$ cat config.mk
export PLATFORM = sky130hd
export DESIGN_NAME = prog_loader
export DESIGN_NICKNAME = d
export VERILOG_FILES = /design/src/rtl/prog_loader_pkg.sv /design/src/rtl/loader_wr_port.sv /design/src/rtl/prog_loader.sv
export SDC_FILE = /design/constraint.sdc
export NUM_CORES = 1
export LEC_CHECK = 0
export CORE_MARGIN = 1
export CORE_UTILIZATION = 30
export DETAILED_ROUTE_END_ITERATION = 7
export REMOVE_ABC_BUFFERS = 1
export SETUP_SLACK_MARGIN = 0.05
export SLEW_MARGIN = 30
export SYNTH_ARGS = -nofsm -noshare
export SYNTH_HDL_FRONTEND = slang
export SYNTH_SLANG_ARGS = --single-unit
$ cat constraint.sdc
create_clock -name clk -period 7.7 [get_ports clk]
set_input_delay 1.925 -clock clk [delete_from_list [all_inputs] [get_ports clk]]
set_output_delay 1.925 -clock clk [all_outputs]
set_load 0.005 [all_outputs]
$ cat src/rtl/prog_loader_pkg.sv
// Shared types and header layout for the host-to-core program loader.
package prog_loader_pkg;

  typedef enum logic [2:0] {
    IDLE,
    LOAD,
    CHECK,
    DONE,
    ERROR
  } state_t;

  typedef enum logic [1:0] {
    ERR_NONE,
    ERR_MAGIC,
    ERR_OVERRUN,
    ERR_CSUM
  } err_t;

  localparam logic [15:0] MAGIC_DEFAULT = 16'hBA11;

  localparam int MAGIC_HI = 31;
  localparam int MAGIC_LO = 16;
  localparam int LEN_HI   = 15;

endpackage

$ cat src/rtl/loader_wr_port.sv
// Single-entry write holding register: holds mem_we/addr/wdata until mem_ack,
// and flags a new word that arrives while an unacknowledged write is pending.
module loader_wr_port
  import prog_loader_pkg::*;
#(
  parameter int ADDR_WIDTH = 16
) (
  input  logic                  clk,
  input  logic                  rst,
  input  logic                  offer,
  input  logic [ADDR_WIDTH-1:0] offer_addr,
  input  logic [31:0]           offer_data,
  input  logic                  mem_ack,
  output logic                  mem_we,
  output logic [ADDR_WIDTH-1:0] mem_addr,
  output logic [31:0]           mem_wdata,
  output logic                  retire,
  output logic                  overrun
);

  logic issue;

  // An ack in the same cycle frees the slot, so a new word may issue then.
  assign retire  = mem_we && mem_ack;
  assign issue   = offer && (!mem_we || mem_ack);
  assign overrun = offer && mem_we && !mem_ack;

  always_ff @(posedge clk or posedge rst) begin
    if (rst) begin
      mem_we    <= 1'b0;
      mem_addr  <= '0;
      mem_wdata <= '0;
    end else if (issue) begin
      mem_we    <= 1'b1;
      mem_addr  <= offer_addr;
      mem_wdata <= offer_data;
    end else if (retire || overrun) begin
      mem_we    <= 1'b0;
    end
  end

endmodule

$ cat src/rtl/prog_loader.sv
// Program loader FSM: header check, payload writes, optional trailing checksum.
// Define PROG_LOADER_CHECKSUM_EN to require an XOR checksum word after the payload.
module prog_loader
  import prog_loader_pkg::*;
#(
  parameter int          ADDR_WIDTH = 16,
  parameter logic [15:0] MAGIC      = MAGIC_DEFAULT,
  parameter int          BASE_ADDR  = 0
) (
  input  logic                  clk,
  input  logic                  rst,
  input  logic [31:0]           word_in,
  input  logic                  word_valid,
  input  logic                  clear,
  output logic [ADDR_WIDTH-1:0] mem_addr,
  output logic [31:0]           mem_wdata,
  output logic                  mem_we,
  input  logic                  mem_ack,
  output logic                  busy,
  output logic                  load_done,
  output logic                  error,
  output logic [1:0]            err_code,
  output logic [ADDR_WIDTH:0]   words_loaded
);

  localparam int LW = ADDR_WIDTH + 1;

`ifdef PROG_LOADER_CHECKSUM_EN
  localparam state_t AFTER_LOAD = CHECK;
`else
  localparam state_t AFTER_LOAD = DONE;
`endif

  state_t                state, state_next;
  err_t                  err_q, err_next;
  logic [LW-1:0]         len_q, count_q, count_inc;
  logic [ADDR_WIDTH-1:0] addr_q, addr_inc;
  logic [31:0]           hdr_len;
  logic                  magic_ok, len_ok, hdr_accept, last_ack;
  logic                  offer, retire, overrun;

  assign hdr_len    = {16'd0, word_in[LEN_HI:0]};
  assign magic_ok   = (word_in[MAGIC_HI:MAGIC_LO] == MAGIC);
  assign len_ok     = (hdr_len <= (32'd1 << ADDR_WIDTH));
  assign hdr_accept = (state == IDLE) && word_valid && magic_ok && len_ok;
  assign count_inc  = count_q + LW'(1);
  assign addr_inc   = addr_q + ADDR_WIDTH'(1);
  assign last_ack   = retire && (count_inc == len_q);
  // A word landing on the final ack has no slot left in the payload.
  assign offer      = word_valid && (state == LOAD) && !last_ack;

  loader_wr_port #(.ADDR_WIDTH(ADDR_WIDTH)) u_wr_port (
    .clk        (clk),
    .rst        (rst),
    .offer      (offer),
    .offer_addr (retire ? addr_inc : addr_q),
    .offer_data (word_in),
    .mem_ack    (mem_ack),
    .mem_we     (mem_we),
    .mem_addr   (mem_addr),
    .mem_wdata  (mem_wdata),
    .retire     (retire),
    .overrun    (overrun)
  );

`ifdef PROG_LOADER_CHECKSUM_EN
  logic [31:0] csum_q;

  always_ff @(posedge clk or posedge rst) begin
    if (rst)             csum_q <= '0;
    else if (hdr_accept) csum_q <= '0;
    else if (retire)     csum_q <= csum_q ^ mem_wdata;
  end
`endif

  always_ff @(posedge clk or posedge rst) begin
    if (rst) begin
      state <= IDLE;
      err_q <= ERR_NONE;
    end else begin
      state <= state_next;
      err_q <= err_next;
    end
  end

  always_comb begin
    state_next = state;
    err_next   = err_q;
    case (state)
      IDLE: begin
        if (word_valid) begin
          if (!magic_ok || !len_ok) begin
            state_next = ERROR;
            err_next   = ERR_MAGIC;
          end else if (hdr_len == 32'd0) begin
            state_next = AFTER_LOAD;
          end else begin
            state_next = LOAD;
          end
        end
      end
      LOAD: begin
        if (overrun) begin
          state_next = ERROR;
          err_next   = ERR_OVERRUN;
        end else if (last_ack) begin
          state_next = AFTER_LOAD;
        end
      end
`ifdef PROG_LOADER_CHECKSUM_EN
      CHECK: begin
        if (word_valid) begin
          if (word_in == csum_q) begin
            state_next = DONE;
          end else begin
            state_next = ERROR;
            err_next   = ERR_CSUM;
          end
        end
      end
`endif
      DONE, ERROR: begin
        if (clear) begin
          state_next = IDLE;
          err_next   = ERR_NONE;
        end
      end
      default: state_next = IDLE;
    endcase
  end

  always_comb begin
    busy      = (state == LOAD) || (state == CHECK);
    load_done = (state == DONE);
    error     = (state == ERROR);
    err_code  = err_q;
  end

  always_ff @(posedge clk or posedge rst) begin
    if (rst) begin
      len_q   <= '0;
      count_q <= '0;
      addr_q  <= '0;
    end else if (hdr_accept) begin
      len_q   <= LW'(hdr_len);
      count_q <= '0;
      addr_q  <= ADDR_WIDTH'(BASE_ADDR);
    end else if (retire) begin
      count_q <= count_inc;
      addr_q  <= addr_inc;
    end else if (clear && ((state == DONE) || (state == ERROR))) begin
      count_q <= '0;
    end
  end

  assign words_loaded = count_q;

endmodule

Yosys cells after proc, flatten, opt, wreduce, memory -nomap -nowiden --
Cells that the tools add are included.
Storage, ports and cells: register bits after elaboration 103, bits in latches 0, RAM bits 0, ROM bits 0, input bits 37, output and inout bits 71, word-level logic and storage cells 70, memories 0
Operators by class: $add $sub $neg 2, multipliers 0, div/mod/pow operators 0, $lt $le $gt $ge 1, equality and inequality tests 11, shift-type cells 0, muxes and demuxes 19, bitwise logic cells 0, reduce and logical (&&, ||, !) cells 29
Operators with widths (number):
- 2-to-1 mux 17 bit | 3
- zero test 32 bit | 1
- 2-to-1 mux 16 bit | 2
- adder 17 x 1 -> 17 bit, second input constant | 1
- equality test 17 x 16 -> 1 bit | 1
- <= comparator 16 x 17 -> 1 bit, second input constant | 1
- adder 16 x 1 -> 16 bit, second input constant | 1
- equality test 16 bit, second input constant | 1
- 2-to-1 mux 3 bit | 5
- logical AND 1 bit | 11
- 2-to-1 mux 2 bit | 5
- case mux 3 bit (3 select lines) | 1
- equality test 3 x 2 -> 1 bit, second input constant | 2
- case mux 2 bit (3 select lines) | 1
- nonzero test 3 bit | 2
- zero test 1 bit | 5
- logical OR 1 bit | 5
- AND reduction 5 bit | 1
- inequality test 2 x 1 -> 1 bit, second input constant | 2
- inequality test 2 bit, second input constant | 2
- equality test 3 x 1 -> 1 bit, second input constant | 1
- equality test 3 bit, second input constant | 1
- zero test 3 bit | 1
- inequality test 3 x 2 -> 1 bit, second input constant | 1
- other kinds (4) | 5

Depth between registers and ports, before layout --
Gate-level depths: netlist (run 1).
word-level depth 10, gate-level depth with buffers 12

By module --
From an unflattened synthesis (run 1), not the netlist that was laid out.
Second synthesis, totals: cell total of the unflattened synthesis 447, area total of the unflattened synthesis 5141.2 µm²
Modules (own cells, without submodules):
- prog_loader | times used 1, cells each 338, area an instance 3209.3 µm²
- loader_wr_port | times used 1, cells each 109, area an instance 1931.9 µm²

Worst setup path after synthesis (run 1) --
Ideal clock, no wire load.
path type input to register, start point input word_in[19], end point register len_q[10], library setup time 0.127 ns, data arrival time 3.740 ns, data required time 7.573 ns, setup slack 3.832 ns, cell stages on the path 5, cells stage by stage nor4b_1 -> nand4_1 -> nor3_1 -> clkbuf_1 -> mux2_1
On the way: cells in the longest elaborated chain, start to end 3
Ends and longest elaborated chain:
- start, declared | RTL line prog_loader.sv:12 | input logic [31:0] word_in,
- equality test 16 bit | RTL line prog_loader.sv:43 | assign magic_ok = (word_in[MAGIC_HI:MAGIC_LO] == MAGIC);
- logical AND 1 bit (2 in series) | RTL line prog_loader.sv:45 | assign hdr_accept = (state == IDLE) && word_valid && magic_ok && len_ok;
- end signal, assigned | RTL line prog_loader.sv:145 | len_q <= LW'(hdr_len);
- end, declared | RTL line prog_loader.sv:36 | logic [LW-1:0] len_q, count_q, count_inc;
No other way between the ends. A chain may end at the register's enable or synchronous reset.

Worst setup path in the final report (run 1) --
start point input word_valid, end point register u_wr_port.mem_wdata[23]
On the way: cells in the longest elaborated chain, start to end 3
Ends and longest elaborated chain:
- start, declared | RTL line prog_loader.sv:13 | input logic word_valid,
- logical AND 1 bit (2 in series) | RTL line prog_loader.sv:50 | assign offer = word_valid && (state == LOAD) && !last_ack;
- logical AND 1 bit | RTL line loader_wr_port.sv:25 | assign issue = offer && (!mem_we || mem_ack);
- end signal, assigned | RTL line loader_wr_port.sv:36 | mem_wdata <= offer_data;
- end, declared | RTL line loader_wr_port.sv:16 | output logic [31:0] mem_wdata,
No other way between the ends.

==> impl_summary.log, run 1 <==
INFO  metric dr.pass1.iters = 4
INFO  metric synth_largest_type_area_fraction = 49.8%
INFO  metric yosysSeqAreaShare = about half
INFO  metric detailroute.via_count = 3,941
INFO  metric min-delay-start = u_wr_port.mem_wdata[30]
INFO  metric cell_taking_the_most_area_after_synthesis = sky130_fd_sc_hd__dfrtp_1
INFO  metric crit-reg2reg-launch = words_loaded[0]
INFO  metric vias_per_cell = 4.95
INFO  metric grt_setup_unrepaired = false
INFO  metric grt_total_ovfl = 0
INFO  metric cts-htree-levels = 3
INFO  metric portBuffers = approximately 110
INFO  metric cp_cell_sequence = clkdlybuf4s50_1 > nand2b_1 > nor3b_1 > and3_4 > mux2_1
INFO  metric nets = 611
INFO  metric regToRegSetupSlack = 4220 ps
INFO  metric critPathRequiredTime = 7940 ps
INFO  metric die_w = 133 um
INFO  metric cellPowerDensity = about 270 mW/mm^2
INFO  metric boundaryPins = about 110
INFO  metric crit_path_start = word_valid
INFO  metric layout_worst_path_cycle_share = 56.2%
INFO  metric clock_tree.root_cell = sky130_fd_sc_hd__clkbuf_16
INFO  metric cpMaxStageDelayCell = sky130_fd_sc_hd__and3_4
INFO  metric final_max_slew_viol_count = 0
INFO  metric maxSlewHeadroom = between 30 and 40%
INFO  metric slowest_delay = 840 ps
INFO  metric total_power = 1.81 mW
INFO  metric synth_enable_flop_cells = 0
INFO  metric grt_pass1_vias = 4,038
INFO  metric cts_num_sinks = around 100
INFO  metric drt-total-wl = about 13,000 um
INFO  metric rr_worst_depth = 8
INFO  metric postSynthRegisterBits = between 100 and 150
INFO  metric final_cell_area = approximately 0.0067 sq mm
INFO  metric grt_util_all_layers = 15.3%
INFO  metric placeableCoreArea = between 0.015 and 0.02 sq mm
INFO  metric route.antenna.remaining_nets = 0
INFO  metric critical_path.reg2reg.endpoint = u_wr_port.mem_wdata[23]
INFO  metric critPathTopFamily = simple AND/OR/NAND/NOR gates
INFO  metric mappedNetlistArea = 0.00517 sq mm
INFO  metric run_status = complete, no violations
INFO  metric worstPathBufferInverterCount = 1
INFO  metric postcts_setup_bufs = 0
INFO  metric hold_buffers = 0
INFO  metric synth_cell_types = 63
INFO  metric grt_antenna_before_repair = 0
INFO  metric synth-warning-count = 0
INFO  metric clk-insertion-delay-late = 360 ps
INFO  metric cts_tree = done
INFO  metric area_growth = 29.7%
INFO  metric cts_made_buffers = 9
INFO  metric n_fill_cell = 1,629
INFO  metric place.gp.congestion = 0.854
INFO  metric synth.top_cells.by_area = sky130_fd_sc_hd__dfrtp_1 (50%), sky130_fd_sc_hd__mux2_1 (9.4%), sky130_fd_sc_hd__xnor2_1 (4.4%)
INFO  metric timing_worst_setup_path_type = primary input to register
INFO  metric hold_violations = 0
INFO  metric whs_endpoint = u_wr_port.mem_wdata[30]
INFO  metric timing.max_cap.violations = 0
INFO  metric drive_above_1_share = between 6 and 7%
INFO  metric power.leakage = 2.74 nW
INFO  metric finalWorstPathRequiredPeriod = roughly 4300 ps
INFO  metric dp_hpwl = approximately 9000 um
INFO  metric critPathMaxFanout = between 40 and 50
INFO  metric post_synth.cell_area_avg = ~11 sq um
INFO  metric route.detailed.wl_per_inst = 15.9 um
INFO  metric clk_slew_on_worst_s_h_paths = ~70 ps
INFO  metric irDropWorstVdd = between 100 and 150 uV
INFO  metric row_count = 47
INFO  metric clock_path_buffers = 2
INFO  metric postcts_resize_cnt = 0
INFO  metric worst-slew-pin-transition = 933 ps
INFO  metric critical_path.endpoint_type = register
INFO  metric maxClockFrequency = 231 MHz
INFO  metric initial_core_util = 31.0%
INFO  metric min_delay_path_depth = 1
INFO  metric drc = 0
INFO  metric ant_cells = 0
INFO  metric detailed_place.area = about 0.0064 sq mm
INFO  metric grt_pass1_wl = 21,200 um
INFO  metric cp.arrival = 4560 ps
INFO  metric setup_total_negative_slack = 0 ps
INFO  metric hp-class = register to register
INFO  metric finClkSkew = roughly 10 ps
INFO  metric synth_ff_type = sky130_fd_sc_hd__dfrtp_1
INFO  metric async_set_reset_flop_share_out_of_synthesis = 100%
INFO  metric drt-initial-drc-count = 184
INFO  metric die-height = 133 um
INFO  metric largest_net_degree_at_the_start_of_global_routing = between 70 and 80
INFO  metric postSynthCellCount = 478
INFO  metric timing.critical_path.from_type = primary input
INFO  metric report.final.setup_viol = 0
INFO  metric hold_slack = between 400 and 500 ps
INFO  metric design.die.area = around 0.018 sq mm
## cells in the mapped netlist (3+ instances only)
cell and n:
sky130_fd_sc_hd__nand2b_1 4, sky130_fd_sc_hd__nand4_1 8, sky130_fd_sc_hd__nor2_1 36, sky130_fd_sc_hd__mux2_1 43, sky130_fd_sc_hd__o31ai_1 7, sky130_fd_sc_hd__nor3_1 3
sky130_fd_sc_hd__and2_1 5, sky130_fd_sc_hd__clkbuf_1 13, sky130_fd_sc_hd__o21ai_0 11, sky130_fd_sc_hd__inv_1 20, sky130_fd_sc_hd__buf_2 11, sky130_fd_sc_hd__mux2i_1 16
sky130_fd_sc_hd__xor2_1 12, sky130_fd_sc_hd__dfrtp_1 103, sky130_fd_sc_hd__a31oi_1 4, sky130_fd_sc_hd__nand2_1 36, sky130_fd_sc_hd__and3_1 6, sky130_fd_sc_hd__mux2_4 4
sky130_fd_sc_hd__xnor2_1 26, sky130_fd_sc_hd__and4_1 4, sky130_fd_sc_hd__nand3_1 14, sky130_fd_sc_hd__nor4_1 4, sky130_fd_sc_hd__nor3b_1 3, sky130_fd_sc_hd__o21ai_1 18
sky130_fd_sc_hd__a21oi_1 11, sky130_fd_sc_hd__nor4_2 5
## routing by layer
| layer | global-route usage (%) | share of wire (%) | wire, um |
|---|---|---|---|
| met1 | 19.0 | 44 | 5540 |
| met2 | 25.0 | 48 | 6120 |
| met3 | 3.73 | 5.5 | 693 |
| met4 | 6.88 | 2.2 | 274 |
| met5 | 0 | 0 | 0 |
## logic make-up (layout without fill, tap and decap cells)
logic type,count (synthesis),count (layout),synth area share (%)
buf+inv,48,146,4.11
compound gates,75,75,9.16
flops,103,103,49.8
mux,63,63,13.6
fa+ha+maj,2,2,0.483
simple gates,149,149,16.4
xor+xnor,38,38,6.43
## how the worst max path moves through the flow
stage                                    endpoint  slack (ps)  depth (start not counted)
after floorplan                   words_loaded[4]        1900                          7
after global placement    u_wr_port.mem_wdata[18]        3050                          5
after detailed placement  u_wr_port.mem_wdata[24]        3010                          5
after CTS                 u_wr_port.mem_wdata[24]        3370                          5
after global routing      u_wr_port.mem_wdata[14]        3170                          5
final                     u_wr_port.mem_wdata[23]        3380                          5
## cell type report
| cell class | instances | area [sq um] | area share, % |
|---|---|---|---|
| clock buffers | 10 | 229 | 3.41 |
| clock inverters | 5 | 60.1 | 0.895 |
| inverters | 21 | 81.3 | 1.21 |
| multi-input cells | 327 | 2390 | 35.6 |
| flip-flops and latches | 103 | 2580 | 38.4 |
| well taps | 220 | 275 | 4.10 |
| repair buffers | 110 | 1100 | 16.4 |
## through the flow
stage                     worst slack [ps]  cells  util [%]
after floorplan                       1900    451         -
after global placement                3050    781      38.4
after detailed placement              3010    781      38.4
after CTS                             3370    796      40.2
after global routing                  3170    796      40.2
final                                 3380    796      40.2
## report_power, final
part | internal (mW) | switching (mW) | total [mW]
logic | 0.354 | 0.228 | 0.582
registers | 0.668 | 0.0996 | 0.768
clock network | 0.250 | 0.206 | 0.457
total | 1.27 | 0.534 | 1.81
## state kept, by name, indices dropped and copies added (netlist names)
register,flops
u_wr_port.mem_wdata,32
state,3
words_loaded,17
u_wr_port.mem_we,1
len_q,16
u_wr_port.mem_addr,16
err_code,2
addr_q,16
## placed cells by master (no fill, tap or decap), drive strengths merged, types with 11 or more instances in the layout
| master | n |
|---|---|
| clkdlybuf4s50 | 107 |
| dfrtp | 103 |
| mux2 | 47 |
| nand2 | 36 |
| nor2 | 36 |
| o21ai | 29 |
| xnor2 | 26 |
| inv | 21 |
| mux2i | 16 |
| nand3 | 15 |
| xor2 | 12 |
| a21oi | 11 |
Power figures use the tool's default switching activity.
==> run 2, diff against run 1 <==
==> constraint.sdc (replaced) <==
create_clock -name clk -period 3.6 [get_ports clk]
set_input_delay 0.9 -clock clk [delete_from_list [all_inputs] [get_ports clk]]
set_output_delay 0.9 -clock clk [all_outputs]
set_load 0.005 [all_outputs]
==> run 2 against run 1 <==
Sequential power rose by 110%. Non-clock buffer count rose by 7. Clock skew grew 0.84 ps. Worst setup slack got worse by 3100 ps. Final area grew 1.2%. First-iteration DRC count shrank 2.7%. Register-to-register slack got worse by 3900 ps. Routed wire length rose by 1.2%. Largest power group unchanged. Highest routed layer unchanged.
==> impl_summary.log, run 2 (synthesis results as in run 1) <==
INFO  metric run_status = complete, no violations
INFO  metric row_count = 47
INFO  metric drt-initial-drc-count = 179
INFO  metric drt-total-wl = 12,800 um
INFO  metric top_usage_layer = met2
INFO  metric timing.critical_path.from_type = register
INFO  metric report.final.setup_viol = 0
INFO  metric cts_num_sinks = 103
INFO  metric irDropWorstVdd = 324 uV
INFO  metric cellPowerDensity = 579 mW/mm^2
INFO  metric grt_util_all_layers = 15.2%
INFO  metric postcts_resize_cnt = 0
INFO  metric ant_cells = 0
INFO  metric postcts_setup_bufs = 0
INFO  metric power.combinational.fraction = 33.0%
INFO  metric placeableCoreArea = 0.0167 sq mm
INFO  metric met1_usage = 18.9%
INFO  metric dp_cells = 788
INFO  metric p_int = 2.76 mW
INFO  metric design.die.area = 0.0178 sq mm
INFO  metric critical_path.endpoint_type = register
INFO  metric finClkSkew = 10.9 ps
INFO  metric most_common_cell_after_layout_fill_and_taps_aside = sky130_fd_sc_hd__clkdlybuf4s50_1
INFO  metric cp.arrival = 3550 ps
INFO  metric most-common-layout-cells = sky130_fd_sc_hd__clkdlybuf4s50_1 (107), sky130_fd_sc_hd__dfrtp_1 (103), sky130_fd_sc_hd__mux2_1 (43), sky130_fd_sc_hd__nand2_1 (36), sky130_fd_sc_hd__nor2_1 (36)
INFO  metric clk_slew_on_worst_s_h_paths = 70 ps
INFO  metric min_delay_path_depth = 1
INFO  metric fin_ws = 284 ps
INFO  metric clk-insertion-delay-late = 350 ps
INFO  metric rr_worst_depth = 9
INFO  metric clock_tree.root_cell = sky130_fd_sc_hd__clkbuf_16
INFO  metric pre_cts_ws = 254 ps
INFO  metric met3_usage = 4.57%
INFO  metric grt_total_ovfl = 0
INFO  metric maxClockFrequency = between 300 and 400 MHz
INFO  metric critPathMaxFanout = 48
INFO  metric detailroute.via_count = 3,978
INFO  metric hp-class = register to register
INFO  metric drive_above_1_share = 7.53%
INFO  metric largest_net_degree_at_the_start_of_global_routing = 49
INFO  metric timing_worst_setup_path_type = register to register
INFO  metric finalWorstPathRequiredPeriod = 3320 ps
INFO  metric initial_core_util = 31.0%
INFO  metric place.gp.congestion = between 0.8 and 0.9
INFO  metric grt_pass1_wl = 21,000 um
INFO  metric p_clk_share = 25.5%
INFO  metric hold_buffers = 0
INFO  metric route.detailed.wl_per_inst = 15.9 um
INFO  metric power.leakage = 2.80 nW
INFO  metric met2_usage = 25.0%
INFO  metric dr.pass1.iters = 4
INFO  metric cts_made_buffers = 9
INFO  metric timing.max_cap.violations = 0
INFO  metric clock_path_buffers = 2
INFO  metric hold_violations = 0
INFO  metric total_switching_power = 1.17 mW
INFO  metric grt_pass1_vias = 3,983
INFO  metric drc = 0
INFO  metric critPathRequiredTime = about 3800 ps
INFO  metric power.share.sequential = 41.5%
INFO  metric die_w = 133 um
INFO  metric cts_tree = done
INFO  metric portBuffers = 107
INFO  metric maxSlewHeadroom = about 40%
INFO  metric area_growth = 31.2%
INFO  metric nets = 618
INFO  metric registers.top_by_ff_count = u_wr_port.mem_wdata
INFO  metric final-instance-count-excl-fill = 804
INFO  metric n_fill_cell = 1,602
INFO  metric final_max_slew_viol_count = 0
INFO  metric layout_worst_path_cycle_share = 92.1%
INFO  metric worst-slew-pin-transition = between 900 and 1000 ps
INFO  metric largest_reg_flops = 32
INFO  metric die-height = 133 um
INFO  metric switching_share_of_power = 29.9%
INFO  metric vias_per_cell = between 4 and 5
INFO  metric route.antenna.remaining_nets = 0
INFO  metric boundaryPins = 108
INFO  metric hold_slack = 486 ps
INFO  metric grt_antenna_before_repair = 0
INFO  metric cts-htree-levels = 3
INFO  metric dp_hpwl = between 9000 and 10,000 um
INFO  metric grt_setup_unrepaired = false
run 2: layout make-up:
type	instances	area (sq um)	area share, %
clock inverters	7	82.6	1.22
multi-input cells	327	2390	35.2
inverters	21	81.3	1.20
well taps	220	275	4.05
clock buffers	9	225	3.32
flip-flops and latches	103	2580	38.0
repair buffers	117	1160	17.1
run 2: per-layer routing:
metal | vias up | wire length [um]
met5 | - | 0
met4 | 0 | 255
met3 | 15 | 669
met2 | 107 | 6180
met1 | 1962 | 5670
li1 | 1894 | -
run 2: through the flow:
| step | setup TNS, ps | util, % | total power [mW] | cell area, sq um |
|---|---|---|---|---|
| after floorplan | -23740 | - | 2.18 | 5040 |
| after CTS | 0 | 40.7 | 3.98 | 6790 |
| final | 0 | 40.7 | 3.93 | 6790 |
| after detailed placement | 0 | 38.8 | 2.96 | 6480 |
| after global placement | 0 | 38.8 | 2.92 | 6480 |
| after global routing | 0 | 40.7 | 4.17 | 6790 |
run 2: power groups by stage:
stage / registers (mW) / logic, mW / clock network [mW]
floorplan: 1.64 / 0.538 / 0
global placement: 1.65 / 1.27 / 0
detailed placement: 1.65 / 1.31 / 0
CTS: 1.63 / 1.31 / 1.04
global route: 1.67 / 1.41 / 1.09
finish: 1.63 / 1.30 / 1.00
run 2: final timing paths:
path | startpoint | end | slack [ps]
min in group asynchronous | rst | u_wr_port.mem_wdata[1] | 920
worst max-delay path | words_loaded[1] | u_wr_port.mem_wdata[29] | 280
max in group asynchronous | rst | u_wr_port.mem_wdata[6] | 1950
worst min-delay path | u_wr_port.mem_wdata[3] | u_wr_port.mem_wdata[3] | 490
worst max register to register | words_loaded[1] | u_wr_port.mem_wdata[29] | 280
worst min register to register | u_wr_port.mem_wdata[3] | u_wr_port.mem_wdata[3] | 490
run 2: worst max-delay path: stages, from the launching register on:
cell and delay (ps):
sky130_fd_sc_hd__dfrtp_1 540, sky130_fd_sc_hd__ha_1 280, sky130_fd_sc_hd__buf_4 180, sky130_fd_sc_hd__nand3_1 130, sky130_fd_sc_hd__xnor2_1 170, sky130_fd_sc_hd__a2111oi_0 530, sky130_fd_sc_hd__and4b_1 310, sky130_fd_sc_hd__nand4bb_1 160
sky130_fd_sc_hd__and3_4 460, sky130_fd_sc_hd__mux2_1 410
==> run 3, diff against run 2 <==
--- a/config.mk
+++ b/config.mk
@@ -5,9 +5,13 @@
 export SDC_FILE = /design/constraint.sdc
 export NUM_CORES = 1
 export LEC_CHECK = 0
+export ABC_CLOCK_PERIOD_IN_PS = 3600
+export CELL_PAD_IN_SITES_DETAIL_PLACEMENT = 1
+export CELL_PAD_IN_SITES_GLOBAL_PLACEMENT = 2
 export CORE_MARGIN = 1
 export CORE_UTILIZATION = 30
 export DETAILED_ROUTE_END_ITERATION = 7
+export PLACE_DENSITY_LB_ADDON = 0.1
 export REMOVE_ABC_BUFFERS = 1
 export SETUP_SLACK_MARGIN = 0.05
 export SLEW_MARGIN = 30
==> run 3 against run 2 <==
Via count is 1.0% higher. Register-to-register slack gained 97 ps. Largest cell class unchanged. Highest routed layer unchanged. Critical path depth down 2. Clock-buffer cell count up 2. Sequential share of layout area shrank 0.26 points. Flip-flop and latch count unchanged. Cell count up 0.62%. Routed wire length increased by 13%. Power grew 1.6%. Final area rose by 0.70%. Combinational power about the same.
==> impl_summary.log, run 3 (synthesis results as in run 1) <==
INFO  metric n_fill_cell = 1,835
INFO  metric register_area = 0.00258 sq mm
INFO  metric place.gp.congestion = 0.804
INFO  metric power.share.sequential = 40.7%
INFO  metric dp_cells = 793
INFO  metric maxSlewHeadroom = 35.7%
INFO  metric most_common_cell_after_layout_fill_and_taps_aside = sky130_fd_sc_hd__clkdlybuf4s50_1
INFO  metric drt-total-wl = 14,400 um
INFO  metric dp_hpwl = ~10,000 um
INFO  metric cpMaxStageDelayCell = sky130_fd_sc_hd__and3_4
INFO  metric run_status = complete, no violations
INFO  metric drive_above_1_share = 8.32%
INFO  metric grt_pass1_wl = 24,000 um
INFO  metric placeableCoreArea = 0.0167 sq mm
INFO  metric cp_cell_sequence = nand3_2 > o311ai_1 > o31ai_1 > a32oi_1 > nand4bb_1 > and3_4 > mux2_1
INFO  metric dr.pass1.iters = 4
INFO  metric clock_tree.root_cell = sky130_fd_sc_hd__clkbuf_16
INFO  metric maxClockFrequency = 311 MHz
INFO  metric cellPowerDensity = 584 mW/mm^2
INFO  metric initial_core_util = just over 30%
INFO  metric drc = 0
INFO  metric largest_net_degree_at_the_start_of_global_routing = 49
INFO  metric power.leakage = 2.82 nW
INFO  metric cts_made_buffers = 9
INFO  metric vias_per_cell = 4.97
INFO  metric grt_total_ovfl = 0
INFO  metric finalWorstPathRequiredPeriod = 3220 ps
INFO  metric worst-slew-pin-transition = 961 ps
INFO  metric fin_ws = 381 ps
INFO  metric hold_buffers = 0
INFO  metric cts_tree = done
INFO  metric row_count = 47
INFO  metric largest_reg_flops = 32
INFO  metric final_core_util = roughly 41%
INFO  metric critPathTopFamily = simple AND/OR/NAND/NOR gates
INFO  metric nets = 623
INFO  metric detailed_place.area = 0.00652 sq mm
INFO  metric grt_pass1_vias = 4,461
INFO  metric portBuffers = 107
INFO  metric timing_worst_setup_path_type = register to register
INFO  metric timing.critical_path.from_type = register
INFO  metric cp.arrival = 3450 ps
INFO  metric multiInputGateArea = ~0.0024 sq mm
INFO  metric cts-htree-levels = 3
INFO  metric final_max_slew_viol_count = 0
INFO  metric postcts_setup_bufs = 0
INFO  metric hp-class = register to register
INFO  metric irDropWorstVdd = between 200 and 300 uV
INFO  metric pre_cts_ws = 238 ps
INFO  metric die-height = 133 um
INFO  metric p_int = approximately 2.8 mW
INFO  metric cts_num_sinks = 103
INFO  metric detailroute.via_count = 4,018
INFO  metric critical_path.endpoint_type = register
INFO  metric p_clk_share = between 20% and 30%
INFO  metric power.combinational.fraction = 33.1%
INFO  metric report.final.setup_viol = 0
INFO  metric total_switching_power = 1.20 mW
INFO  metric finClkSkew = 7.75 ps
INFO  metric grt_util_all_layers = 17.4%
INFO  metric drt-initial-drc-count = 126
INFO  metric critPathRequiredTime = 3830 ps
INFO  metric grt_setup_unrepaired = false
INFO  metric route.antenna.remaining_nets = 0
INFO  metric setup_total_negative_slack = 0 ps
INFO  metric registers.top_by_ff_count = u_wr_port.mem_wdata
INFO  metric critPathMaxFanout = 48
INFO  metric hold_violations = 0
INFO  metric route.detailed.wl_per_inst = about 18 um
INFO  metric most-common-layout-cells = sky130_fd_sc_hd__clkdlybuf4s50_1 (107), sky130_fd_sc_hd__dfrtp_1 (103), sky130_fd_sc_hd__mux2_1 (43), sky130_fd_sc_hd__nand2_1 (36), sky130_fd_sc_hd__nor2_1 (36)
INFO  metric slowest_delay = 730 ps
INFO  metric clock_path_buffers = 2
INFO  metric design.die.area = approximately 0.018 sq mm
INFO  metric clk_slew_on_worst_s_h_paths = approximately 70 ps
INFO  metric die_w = 133 um
INFO  metric layout_worst_path_cycle_share = 89.4%
INFO  metric grt_antenna_before_repair = 0
INFO  metric clk-insertion-delay-late = 350 ps
INFO  metric boundaryPins = 108
INFO  metric switching_share_of_power = 29.9%
INFO  metric final-instance-count-excl-fill = 809
INFO  metric timing.max_cap.violations = 0
INFO  metric area_growth = 32.1%
INFO  metric ant_cells = 0
INFO  metric postcts_resize_cnt = 0
INFO  metric final_cell_area = 0.00684 sq mm
INFO  metric worstPathBufferInverterCount = 0
## run 3: cell types whose count changed in the layout (fill, tap and decap cells not counted), sizes merged
cell / previous run / this run
buf: 10 / 15
clkbuf: 9 / 11
clkinv: 5 / 1
clkinvlp: 0 / 2
## run 3: metrics by stage
stage,power [mW],hold slack (ps)
2_1_floorplan,2.18,464
3_3_place_gp,2.95,468
3_5_place_dp,2.99,474
4_1_cts,4.06,495
5_1_grt,4.24,509
6_report,3.99,490
## run 3: worst paths after layout
| kind | from | endpoint | slack (ps) | cells past startpoint |
|---|---|---|---|---|
| min in group asynchronous | rst | u_wr_port.mem_wdata[3] | 950 | 2 |
| max in group asynchronous | rst | u_wr_port.mem_wdata[12] | 1950 | 3 |
| min reg2reg | u_wr_port.mem_wdata[1] | u_wr_port.mem_wdata[1] | 490 | 1 |
| min | u_wr_port.mem_wdata[1] | u_wr_port.mem_wdata[1] | 490 | 1 |
| max reg2reg | words_loaded[2] | u_wr_port.mem_wdata[31] | 380 | 7 |
| max | words_loaded[2] | u_wr_port.mem_wdata[31] | 380 | 7 |
## run 3: metal layers
layer / track usage, % / part of all wire, % / wire [um] / vias to the layer above
li1: - / - / - / 1900
met1: 22.5 / 46 / 6640 / 2032
met2: 29.2 / 49 / 7090 / 76
met3: 2.82 / 3.2 / 456 / 10
met4: 6.19 / 1.4 / 204 / 0
met5: 0 / 0 / 0 / -
## run 3: area by class of cell
cell class / instances / area share (%)
flip-flops and latches: 103 / 37.7
clock inverters: 5 / 0.952
clock buffers: 11 / 3.70
multi-input cells: 327 / 34.9
well taps: 220 / 4.03
inverters: 21 / 1.19
repair buffers: 122 / 17.5
## run 3: power groups by stage
stage,combinational [mW],sequential [mW],clock [mW]
final,1.32,1.63,1.04
after global routing,1.45,1.67,1.12
after CTS,1.35,1.63,1.08
after detailed placement,1.34,1.64,0
after global placement,1.31,1.63,0
after floorplan,0.538,1.64,0
